File: src/rtl/noise_lfsr_mc_if.sv
// Control/data bundle for the multi-channel LFSR noise source.
//
// Signals:
//   ena        refresh request (ignored while busy)
//   seed_load  load seed into the LFSR (honoured only when idle)
//   seed       seed value, LFSR_W bits
//   filt_en    per-channel low-pass enable, bit k = channel k
//   bw         per-channel filter shift, channel k uses bw[5k+4:5k]
//   out        packed signed samples, channel k at out[OUT_W*k +: OUT_W]
//   busy       refresh sequence in progress
//   done       one-cycle pulse after the last channel is updated
//
// Modports: master drives requests (e.g. voice controller or bench),
//           slave is the noise source itself.
interface noise_lfsr_mc_if #(
  parameter int LFSR_W = 64,
  parameter int CH     = 4,
  parameter int OUT_W  = 18
);
  logic                  ena;
  logic                  seed_load;
  logic [LFSR_W-1:0]     seed;
  logic [CH-1:0]         filt_en;
  logic [5*CH-1:0]       bw;
  logic [CH*OUT_W-1:0]   out;
  logic                  busy;
  logic                  done;

  modport master (
    output ena, seed_load, seed, filt_en, bw,
    input  out, busy, done
  );

  modport slave (
    input  ena, seed_load, seed, filt_en, bw,
    output out, busy, done
  );
endinterface

File: src/rtl/noise_lfsr_mc.sv
// Multi-channel LFSR noise source with per-channel one-pole low-pass filter.
//
// One shared Fibonacci LFSR is stepped OUT_W times per channel for every
// accepted refresh request; the low OUT_W bits then become that channel's
// raw signed sample, optionally smoothed by acc += ((x<<31) - acc) >>> bw.
//
// Ports:
//   clk   system clock, rising edge
//   rst   asynchronous, active-high reset
//   bus   noise_lfsr_mc_if slave modport (ena, seed_load, seed, filt_en,
//         bw in; out, busy, done out)
module noise_lfsr_mc #(
  parameter int                LFSR_W = 64,
  parameter logic [LFSR_W-1:0] TAPS   = 64'hD800000000000000,
  parameter logic [LFSR_W-1:0] SEED   = 64'h461B87AA9928112E,
  parameter int                CH     = 4,
  parameter int                OUT_W  = 18
) (
  input  logic           clk,
  input  logic           rst,
  noise_lfsr_mc_if.slave bus
);

  localparam int ACC_W  = OUT_W + 31;
  localparam int DIFF_W = OUT_W + 32;
  localparam int CH_W   = (CH > 1) ? $clog2(CH) : 1;
  localparam int CNT_W  = $clog2(OUT_W);

  localparam logic [CH_W-1:0]  CH_LAST  = CH_W'(CH - 1);
  localparam logic [CNT_W-1:0] CNT_LAST = CNT_W'(OUT_W - 1);

  localparam logic [1:0] S_IDLE = 2'd0;
  localparam logic [1:0] S_RUN  = 2'd1;
  localparam logic [1:0] S_UPD  = 2'd2;

  logic [1:0]          state_r;
  logic [CH_W-1:0]     ch_r;
  logic [CNT_W-1:0]    cnt_r;
  logic [LFSR_W-1:0]   sr_r;
  logic [ACC_W-1:0]    acc_r [CH];
  logic [CH*OUT_W-1:0] out_r;
  logic                busy_r;
  logic                done_r;

  logic                      fb_s;
  logic [LFSR_W-1:0]         seed_sel_s;
  logic                      filt_cur_s;
  logic [4:0]                bw_cur_s;
  logic [ACC_W-1:0]          acc_cur_s;
  logic signed [DIFF_W-1:0]  x_wide_s;
  logic signed [DIFF_W-1:0]  acc_wide_s;
  logic signed [DIFF_W-1:0]  diff_s;
  logic signed [DIFF_W-1:0]  shr_s;
  logic [ACC_W-1:0]          acc_new_s;
  logic                      unused_shr_msb_s;

  assign fb_s       = ^(sr_r & TAPS);
  // An all-zero seed would lock the LFSR up, so it is replaced by SEED.
  assign seed_sel_s = (bus.seed == {LFSR_W{1'b0}}) ? SEED : bus.seed;

  // Sample scaled to accumulator position, sign-extended by one guard bit
  // so the difference cannot overflow.
  assign x_wide_s   = {sr_r[OUT_W-1], sr_r[OUT_W-1:0], 31'd0};
  assign acc_wide_s = {acc_cur_s[ACC_W-1], acc_cur_s};
  assign diff_s     = x_wide_s - acc_wide_s;
  assign shr_s      = diff_s >>> bw_cur_s;
  // The shifted step always fits back into ACC_W bits; the guard bit is dropped.
  assign unused_shr_msb_s = shr_s[DIFF_W-1];

  // Select the accumulator and filter controls of the channel being updated.
  always_comb begin
    acc_cur_s  = {ACC_W{1'b0}};
    filt_cur_s = 1'b0;
    bw_cur_s   = 5'd0;
    for (int k = 0; k < CH; k++) begin
      if (ch_r == CH_W'(k)) begin
        acc_cur_s  = acc_r[k];
        filt_cur_s = bus.filt_en[k];
        bw_cur_s   = bus.bw[5*k +: 5];
      end else begin
        acc_cur_s  = acc_cur_s;
        filt_cur_s = filt_cur_s;
        bw_cur_s   = bw_cur_s;
      end
    end
  end

  // Next accumulator value: filtered step, or a jump straight to the sample
  // so that re-enabling the filter later starts without a step.
  always_comb begin
    acc_new_s = x_wide_s[ACC_W-1:0];
    if (filt_cur_s) begin
      acc_new_s = acc_cur_s + shr_s[ACC_W-1:0];
    end else begin
      acc_new_s = x_wide_s[ACC_W-1:0];
    end
  end

  // Sequencer: IDLE -> (RUN x OUT_W -> UPD) per channel -> IDLE.
  always_ff @(posedge clk or posedge rst) begin
    if (rst) begin
      state_r <= S_IDLE;
      ch_r    <= {CH_W{1'b0}};
      cnt_r   <= {CNT_W{1'b0}};
      sr_r    <= SEED;
      out_r   <= {(CH*OUT_W){1'b0}};
      busy_r  <= 1'b0;
      done_r  <= 1'b0;
      for (int k = 0; k < CH; k++) begin
        acc_r[k] <= {ACC_W{1'b0}};
      end
    end else begin
      done_r <= 1'b0;
      case (state_r)
        S_IDLE: begin
          if (bus.seed_load) begin
            sr_r <= seed_sel_s;
          end else if (bus.ena) begin
            state_r <= S_RUN;
            ch_r    <= {CH_W{1'b0}};
            cnt_r   <= CNT_LAST;
            busy_r  <= 1'b1;
          end
        end
        S_RUN: begin
          sr_r <= {sr_r[LFSR_W-2:0], fb_s};
          if (cnt_r == {CNT_W{1'b0}}) begin
            state_r <= S_UPD;
          end else begin
            cnt_r <= cnt_r - CNT_W'(1'b1);
          end
        end
        S_UPD: begin
          for (int k = 0; k < CH; k++) begin
            if (ch_r == CH_W'(k)) begin
              acc_r[k]                 <= acc_new_s;
              out_r[k*OUT_W +: OUT_W]  <= acc_new_s[ACC_W-1:31];
            end
          end
          if (ch_r == CH_LAST) begin
            state_r <= S_IDLE;
            ch_r    <= {CH_W{1'b0}};
            busy_r  <= 1'b0;
            done_r  <= 1'b1;
          end else begin
            state_r <= S_RUN;
            ch_r    <= ch_r + CH_W'(1'b1);
            cnt_r   <= CNT_LAST;
          end
        end
        default: begin
          state_r <= S_IDLE;
          ch_r    <= {CH_W{1'b0}};
          cnt_r   <= {CNT_W{1'b0}};
          busy_r  <= 1'b0;
        end
      endcase
    end
  end

  assign bus.out  = out_r;
  assign bus.busy = busy_r;
  assign bus.done = done_r;

endmodule

File: src/flat_wrapper.sv
// flat-port wrapper written by rule: the top's interface ports become plain ports
module noise_lfsr_mc_flat 
#(
  parameter int                LFSR_W = 64,
  parameter logic [LFSR_W-1:0] TAPS   = 64'hD800000000000000,
  parameter logic [LFSR_W-1:0] SEED   = 64'h461B87AA9928112E,
  parameter int                CH     = 4,
  parameter int                OUT_W  = 18
)
  (clk, rst, bus_ena, bus_seed_load, bus_seed, bus_filt_en, bus_bw, bus_out, bus_busy, bus_done);
  noise_lfsr_mc_if #(.LFSR_W(LFSR_W), .CH(CH), .OUT_W(OUT_W)) bus_i ();
  input  logic clk;
  input  logic rst;
  input wire logic [$bits(bus_i.ena)-1:0] bus_ena;
  input wire logic [$bits(bus_i.seed_load)-1:0] bus_seed_load;
  input wire logic [$bits(bus_i.seed)-1:0] bus_seed;
  input wire logic [$bits(bus_i.filt_en)-1:0] bus_filt_en;
  input wire logic [$bits(bus_i.bw)-1:0] bus_bw;
  output wire logic [$bits(bus_i.out)-1:0] bus_out;
  output wire logic [$bits(bus_i.busy)-1:0] bus_busy;
  output wire logic [$bits(bus_i.done)-1:0] bus_done;
  assign bus_i.ena = bus_ena;
  assign bus_i.seed_load = bus_seed_load;
  assign bus_i.seed = bus_seed;
  assign bus_i.filt_en = bus_filt_en;
  assign bus_i.bw = bus_bw;
  assign bus_out = bus_i.out;
  assign bus_busy = bus_i.busy;
  assign bus_done = bus_i.done;
  noise_lfsr_mc #(.LFSR_W(LFSR_W), .TAPS(TAPS), .SEED(SEED), .CH(CH), .OUT_W(OUT_W)) u_core (.clk(clk), .rst(rst), .bus(bus_i));
endmodule
File: config.mk
export PLATFORM = sky130hd
export DESIGN_NAME = noise_lfsr_mc_flat
export DESIGN_NICKNAME = d
export VERILOG_FILES = /design/src/rtl/noise_lfsr_mc_if.sv /design/src/rtl/noise_lfsr_mc.sv /design/src/flat_wrapper.sv
export SDC_FILE = /design/constraint.sdc
export NUM_CORES = 1
export LEC_CHECK = 0
export CAP_MARGIN = 20
export CORE_MARGIN = 2
export CORE_UTILIZATION = 54
export CTS_CLUSTER_DIAMETER = 80
export DETAILED_ROUTE_END_ITERATION = 7
export GPL_TIMING_DRIVEN = 1
export HOLD_SLACK_MARGIN = 0.05
export PLACE_DENSITY = 0.78
export SLEW_MARGIN = 20
export SYNTH_ARGS = -nofsm -noshare
export SYNTH_HDL_FRONTEND = slang
export SYNTH_SLANG_ARGS = --single-unit
export TNS_END_PERCENT = 10
File: constraint.sdc
create_clock -name clk -period 8.8 [get_ports clk]
set_clock_uncertainty 0.1 [all_clocks]
set_input_delay 1.76 -clock clk [delete_from_list [all_inputs] [get_ports clk]]
set_output_delay 1.76 -clock clk [all_outputs]
set_load 0.05 [all_outputs]
==> flow_summary.yaml, run 1 <==
status:
  outcome: "complete, no violations"
cts:
  hold_buffers: 0
  cts.path.max_buffers: 3
  clk_latency_ns: 0.57
  cts_sinks: 271
  cts_root_buffer: "clkbuf_16"
  path_clk_slew_ns: 0.06
  cts_made_buffers: 29
  cts_tree: "built"
  htree_levels: 1
finish:
  layout.nets: 2934
  diodes: 0
  final_layout_size_suffix_gt1_share_pct: 9.609
  post-route-util_pct: 62.34
  fill_cells: 3437
  areaGrowthSynthToFinish_pct: 13.91
  final_area_um2: 24150
drt:
  num_vias: 21130
  first_pass_iters: 6
  wl_per_cell_um: 21.88
  via_per_inst: 6.391
  drc_errors: 0
  drt_iter0_drc: 1851
  drtAntennaViolNets: 0
  finalWirelength_um: 72360
worst_hold_path:
  hold_path_class: "flip-flop to flip-flop"
critical_path:
  start_kind: "flip-flop"
  critPathSlowestCell: "dfrtp_1"
  crit_buf_inv: 5
  critPathTopFamily: "compound AO/OA/AOI/OAI gates"
  cp.required_ns: 9.11
  cp.arrival_ns: 8.67
  cpPeakStageDelay_ns: 0.51
  path_class: "flip-flop to flip-flop"
  crit_fanout: 40
  end_kind: "flip-flop"
timing:
  fmax_ghz: 0.1196
  finalWorstSetupSlack_ns: 0.4366
  slew_viol_final: 0
  setup_tns_ns: 0
  relSlewSlack_pct: 21.65
  setup_violations: 0
  period_share_pct: 95.04
  final-hold-violation-count: 0
  min_period_ns: 8.363
  worst_pin_slew_ns: 1.166
global_route:
  grt_pass1_wl_um: 112200
  grt-ovfl-total: 0
  grt_max_degree: 177
  grt_pass1_vias: 20060
  antenna_found_initial: 1
  grt_use_total_pct: 34.63
logic_synthesis:
  synthArstFlopShare_pct: 100.0
  synth_ff_type: "dfrtp_1"
  synth-seq-cells: 271
  synth-seq-area-share_pct: 32.15
  synth_area_um2: 21200
  syn_area_per_cell_um2: 7.746
  synth.net_count: 2904
  syn_inst: 2737
  synth_cell_types: 97
  synth_edf_count: 0
  yosysWarnings: 0
floorplan:
  core_area_um2: 38740
  rows: 72
  fp.dieH_um: 202.1
  die_w_um: 202.1
  dieArea_um2: 40860
  ioPinCount: 166
  start_util_pct: 54.73
place:
  placement.setup.worst_slack_ns: 0.1518
  place_congestion: 1.047
  place_area_um2: 23000
  dpl.hpwl_um: 54460
  io_buffers: 165
job:
  cap_violations: 0
worst reg2reg max path: cells and delay by family (launching register included):
| kind | cells | cell delay, ns |
|---|---|---|
| xor gates and xnor gates | 1 | 0.14 |
| DFF | 1 | 0.51 |
| and+or+nand+nor | 7 | 1.25 |
| buffers and inverters | 5 | 1.12 |
| AOI/OAI and AO/OA | 14 | 3.67 |
| adders and majority gates | 2 | 0.83 |
| muxes | 2 | 0.58 |
through the flow:
step | instances | hold slack, ns
floorplan | 2737 | 0.3413
global placement | 3245 | 0.3532
detailed placement | 3245 | 0.3610
CTS | 3298 | 0.3743
global route | 3307 | 0.3954
finish | 3307 | 0.3731
cells in the mapped netlist (8+ instances only):
library cell  instances  area [um2]
a211o_1               9       78.83
a211oi_1             30       225.2
a21o_1               69       518.0
a21oi_1             199       996.0
a221oi_1             12       105.1
a22oi_1              73       548.0
a2bb2oi_1            12       105.1
a31oi_1              31       193.9
and2_1               17       106.4
and3_1               20       125.1
buf_1                32       120.1
buf_2                17       85.08
buf_4                75       563.0
clkbuf_1            128       480.5
dfrtp_1             244        6106
dfstp_2              27       709.4
ha_1                 74       925.9
inv_1                77       289.0
mux2_2               21       236.5
mux2i_1              74       740.7
nand2_1             498        1869
nand2b_1             17       106.4
nand3_1              40       200.2
nand3b_1             10       75.07
nand4_1              15       93.84
nor2_1              203       762.0
nor2b_1              11       68.82
nor3_1               32       160.2
nor4_1               30       187.7
o211a_1              10       100.1
o211ai_1             30       225.2
o21a_1               14       105.1
o21ai_0             301        1506
o21ai_1               8       40.04
o21bai_1              9       67.56
o221ai_1             14       122.6
o22ai_1              19       118.9
o31ai_1              12       90.09
or2_2                 8       50.05
or3_1                 9       56.30
xnor2_1              51       446.7
xor2_1               24       210.2
layout make-up:
| cell class | count | area [um2] | share of cell area (%) |
|---|---|---|---|
| Clock inverter | 10 | 108.9 | 0.4507 |
| Inverter | 81 | 311.5 | 1.290 |
| Timing Repair Buffer | 255 | 2430 | 10.06 |
| Tap cell | 518 | 648.1 | 2.684 |
| Clock buffer | 43 | 848.3 | 3.513 |
| Sequential cell | 271 | 6815 | 28.22 |
| Multi-Input combinational cell | 2129 | 12990 | 53.78 |
cells in the final DEF (no fill, tap or decap), types with 10 or more instances in the layout:
| master | n |
|---|---|
| and2_1 | 17 |
| o211ai_1 | 30 |
| o211a_1 | 10 |
| o221ai_1 | 13 |
| nand4_1 | 15 |
| inv_1 | 75 |
| o31ai_1 | 12 |
| a31oi_1 | 31 |
| mux2i_1 | 70 |
| nand3b_1 | 10 |
| nor2b_1 | 10 |
| a22oi_1 | 71 |
| xor2_1 | 24 |
| xnor2_1 | 51 |
| o21a_1 | 14 |
| o22ai_1 | 19 |
| buf_4 | 81 |
| a21o_1 | 69 |
| a221oi_1 | 12 |
| nand2b_1 | 17 |
| a2bb2oi_1 | 12 |
| dfstp_2 | 27 |
| nand3_1 | 40 |
| o21ai_0 | 300 |
| a21oi_1 | 192 |
| dfrtp_1 | 244 |
| nor2_1 | 202 |
| nor3_1 | 31 |
| clkdlybuf4s50_1 | 165 |
| nor4_1 | 28 |
| nand2_1 | 494 |
| a211oi_1 | 30 |
| and3_1 | 20 |
| mux2_2 | 21 |
| ha_1 | 69 |
| clkbuf_16 | 29 |
cells by family (layout without fill, tap and decap cells):
group           after synthesis  after routing  share of synthesized area (%)
mux                          98             98                          4.851
xor+xnor                     75             75                          3.098
buf+inv                     337            389                          7.536
simple gates                947            947                          19.86
fa+ha+maj                    75             75                          4.462
compound gates              934            934                          28.05
flops                       271            271                          32.15
final timing paths:
check,slack (ns),endpoint,start,cells after the start
min reg2reg,0.37,u_core.acc_r[15]$_DFFE_PP0P_,u_core.acc_r[15]$_DFFE_PP0P_,2
min in group asynchronous,1.46,u_core.acc_r[158]$_DFFE_PP0P_,rst,2
min,0.37,u_core.acc_r[15]$_DFFE_PP0P_,u_core.acc_r[15]$_DFFE_PP0P_,2
max reg2reg,0.44,u_core.bus.out[57]$_DFFE_PP0P_,u_core.ch_r[0]$_DFFE_PP0P_,31
max in group asynchronous,5.90,u_core.sr_r[45]$_DFFE_PP0P_,rst,3
max,0.44,u_core.bus.out[57]$_DFFE_PP0P_,u_core.ch_r[0]$_DFFE_PP0P_,31
registers in the layout, summed over array words and instances, names as in the netlist:
signal	cells
u_core.bus.out	71
u_core.bus.done	1
u_core.bus.busy	1
u_core.acc_r	125
u_core.cnt_r	5
u_core.ch_r	2
u_core.state_r	2
u_core.sr_r	64
per-layer routing:
metal | global-route usage, % | wire (um) | vias to the layer above
met5 | 0 | 13 | -
li1 | - | - | 9812
met1 | 42.89 | 28600 | 10140
met3 | 4.434 | 4648 | 249
met2 | 58.21 | 34130 | 933
met4 | 20.20 | 4970 | 2
timing repair:
item / CTS / global route
buffers inserted: 0 / 8
resized for setup: 0 / 21
setup endpoints to repair: 0 / 64
Power of run 1 is left out: the tool's default activity adds up to more than one toggle a clock period on the data nets, which glitch-free logic cannot reach.
==> run 2: changes to the inputs <==
- CORE_UTILIZATION: 54 -> 40
- PLACE_DENSITY: 0.78 -> not set
==> flow_summary.yaml, run 2 (synthesized netlist as in run 1, its figures left out) <==
finish:
  layout_common_cells: "nand2_1 (494), o21ai_0 (301), dfrtp_1 (244), nor2_1 (202), a21oi_1 (193)"
  diodes: 0
  layout.nets: 3009
  areaGrowthSynthToFinish_pct: 17.57
  regMostFlops: "u_core.acc_r"
  largest_register_ffs: 125
  final_layout_size_suffix_gt1_share_pct: 11.72
  layout_commonest_cell: "nand2_1"
floorplan:
  dieArea_um2: 54860
  ioPinCount: 166
  core_area_um2: 52450
  fp.dieH_um: 234.2
  start_util_pct: 40.43
  die_w_um: 234.2
  rows: 84
cts:
  clk_latency_ns: 0.57
  cts_made_buffers: 31
  cts_sinks: 271
  path_clk_slew_ns: 0.06
  hold_buffers: 0
  cts_tree: "built"
  cts_root_buffer: "clkbuf_16"
  htree_levels: 1
  cts.path.max_buffers: 3
critical_path:
  start_kind: "flip-flop"
  crit_top_cell: "buf_4"
  end_kind: "flip-flop"
  cp.arrival_ns: 8.78
  crit_fanout: 41
  crit_buf_inv: 6
  path_class: "flip-flop to flip-flop"
  critPathSlowestCell: "or3b_2"
  cpPeakStageDelay_ns: 0.51
  critPathTopFamily: "compound AO/OA/AOI/OAI gates"
  cp.required_ns: 9.19
drt:
  finalWirelength_um: 78950
  via_per_inst: 5.915
  drtAntennaViolNets: 0
  drt_iter0_drc: 1630
  first_pass_iters: 6
  num_vias: 21020
  wl_per_cell_um: 22.21
  drc_errors: 0
global_route:
  grt-ovfl-total: 0
  antenna_found_initial: 0
  grt_use_total_pct: 28.29
  grt_pass1_wl_um: 120300
  grt_max_degree: 83
  grt_pass1_vias: 20330
timing:
  final-hold-violation-count: 0
  grt_setup_unrepaired: "false"
  setup_violations: 0
  relSlewSlack_pct: 25.20
  worst_pin_slew_ns: 1.120
  fmax_ghz: 0.1192
  period_share_pct: 95.36
  setup_tns_ns: 0
  min_period_ns: 8.392
  slew_viol_final: 0
worst_hold_path:
  hold_path_class: "flip-flop to flip-flop"
place:
  dpl.hpwl_um: 60280
  place_congestion: 0.9695
  io_buffers: 165
job:
  cap_violations: 0
status:
  outcome: "complete, no violations"
run 2: path summary, 6_finish.rpt:
check | startpoint | to | slack (ns) | depth (start not counted)
max | u_core.ch_r[0]$_DFFE_PP0P_ | u_core.bus.out[32]$_DFFE_PP0P_ | 0.41 | 32
min | u_core.sr_r[56]$_DFFE_PP0P_ | u_core.sr_r[56]$_DFFE_PP0P_ | 0.38 | 2
max reg2reg | u_core.ch_r[0]$_DFFE_PP0P_ | u_core.bus.out[32]$_DFFE_PP0P_ | 0.41 | 32
min reg2reg | u_core.sr_r[56]$_DFFE_PP0P_ | u_core.sr_r[56]$_DFFE_PP0P_ | 0.38 | 2
max in group asynchronous | rst | u_core.sr_r[11]$_DFFE_PP0P_ | 5.56 | 4
min in group asynchronous | rst | u_core.cnt_r[2]$_DFFE_PP0P_ | 1.65 | 3
run 2: area by class of cell:
class                   count  area (um2)
multi-input cells        2129       13000
fillers                  5262       27520
inverters                  81       307.8
clock inverters             7       88.84
repair buffers            328        2965
well taps                 688       860.8
flip-flops and latches    271        6815
clock buffers              50       887.1
run 2: worst min-delay path, cell delays in order (launching register included):
cell	delay (ns)
dfrtp_1	0.34
nand2_1	0.05
nand2_1	0.05
run 2: routing by layer:
metal  track usage [%]  share of wire, %  up-vias
met5                 0                 0        -
met1             35.87                42    10230
li1                  -                 -     9964
met3             3.247               5.0      152
met2             49.55                49      679
met4             10.01               3.9        0
run 2: timing repair:
action | in CTS | in global routing
setup buffers | 0 | 3
endpoints found under the setup margin | 0 | 57
resized for setup | 0 | 20
run 2: stage by stage:
step	hold slack, ns	setup WS [ns]	cells	util, %	cell area (um2)
floorplan	0.3413	0.5059	2737	-	21210
global placement	0.3550	0.1771	3494	45.39	23800
detailed placement	0.3638	0.2115	3494	45.39	23800
CTS	0.3780	0.1348	3551	47.25	24780
global route	0.4003	0.01382	3554	47.53	24930
finish	0.3769	0.4081	3554	47.53	24930
Power of run 2 is left out for the same reason.
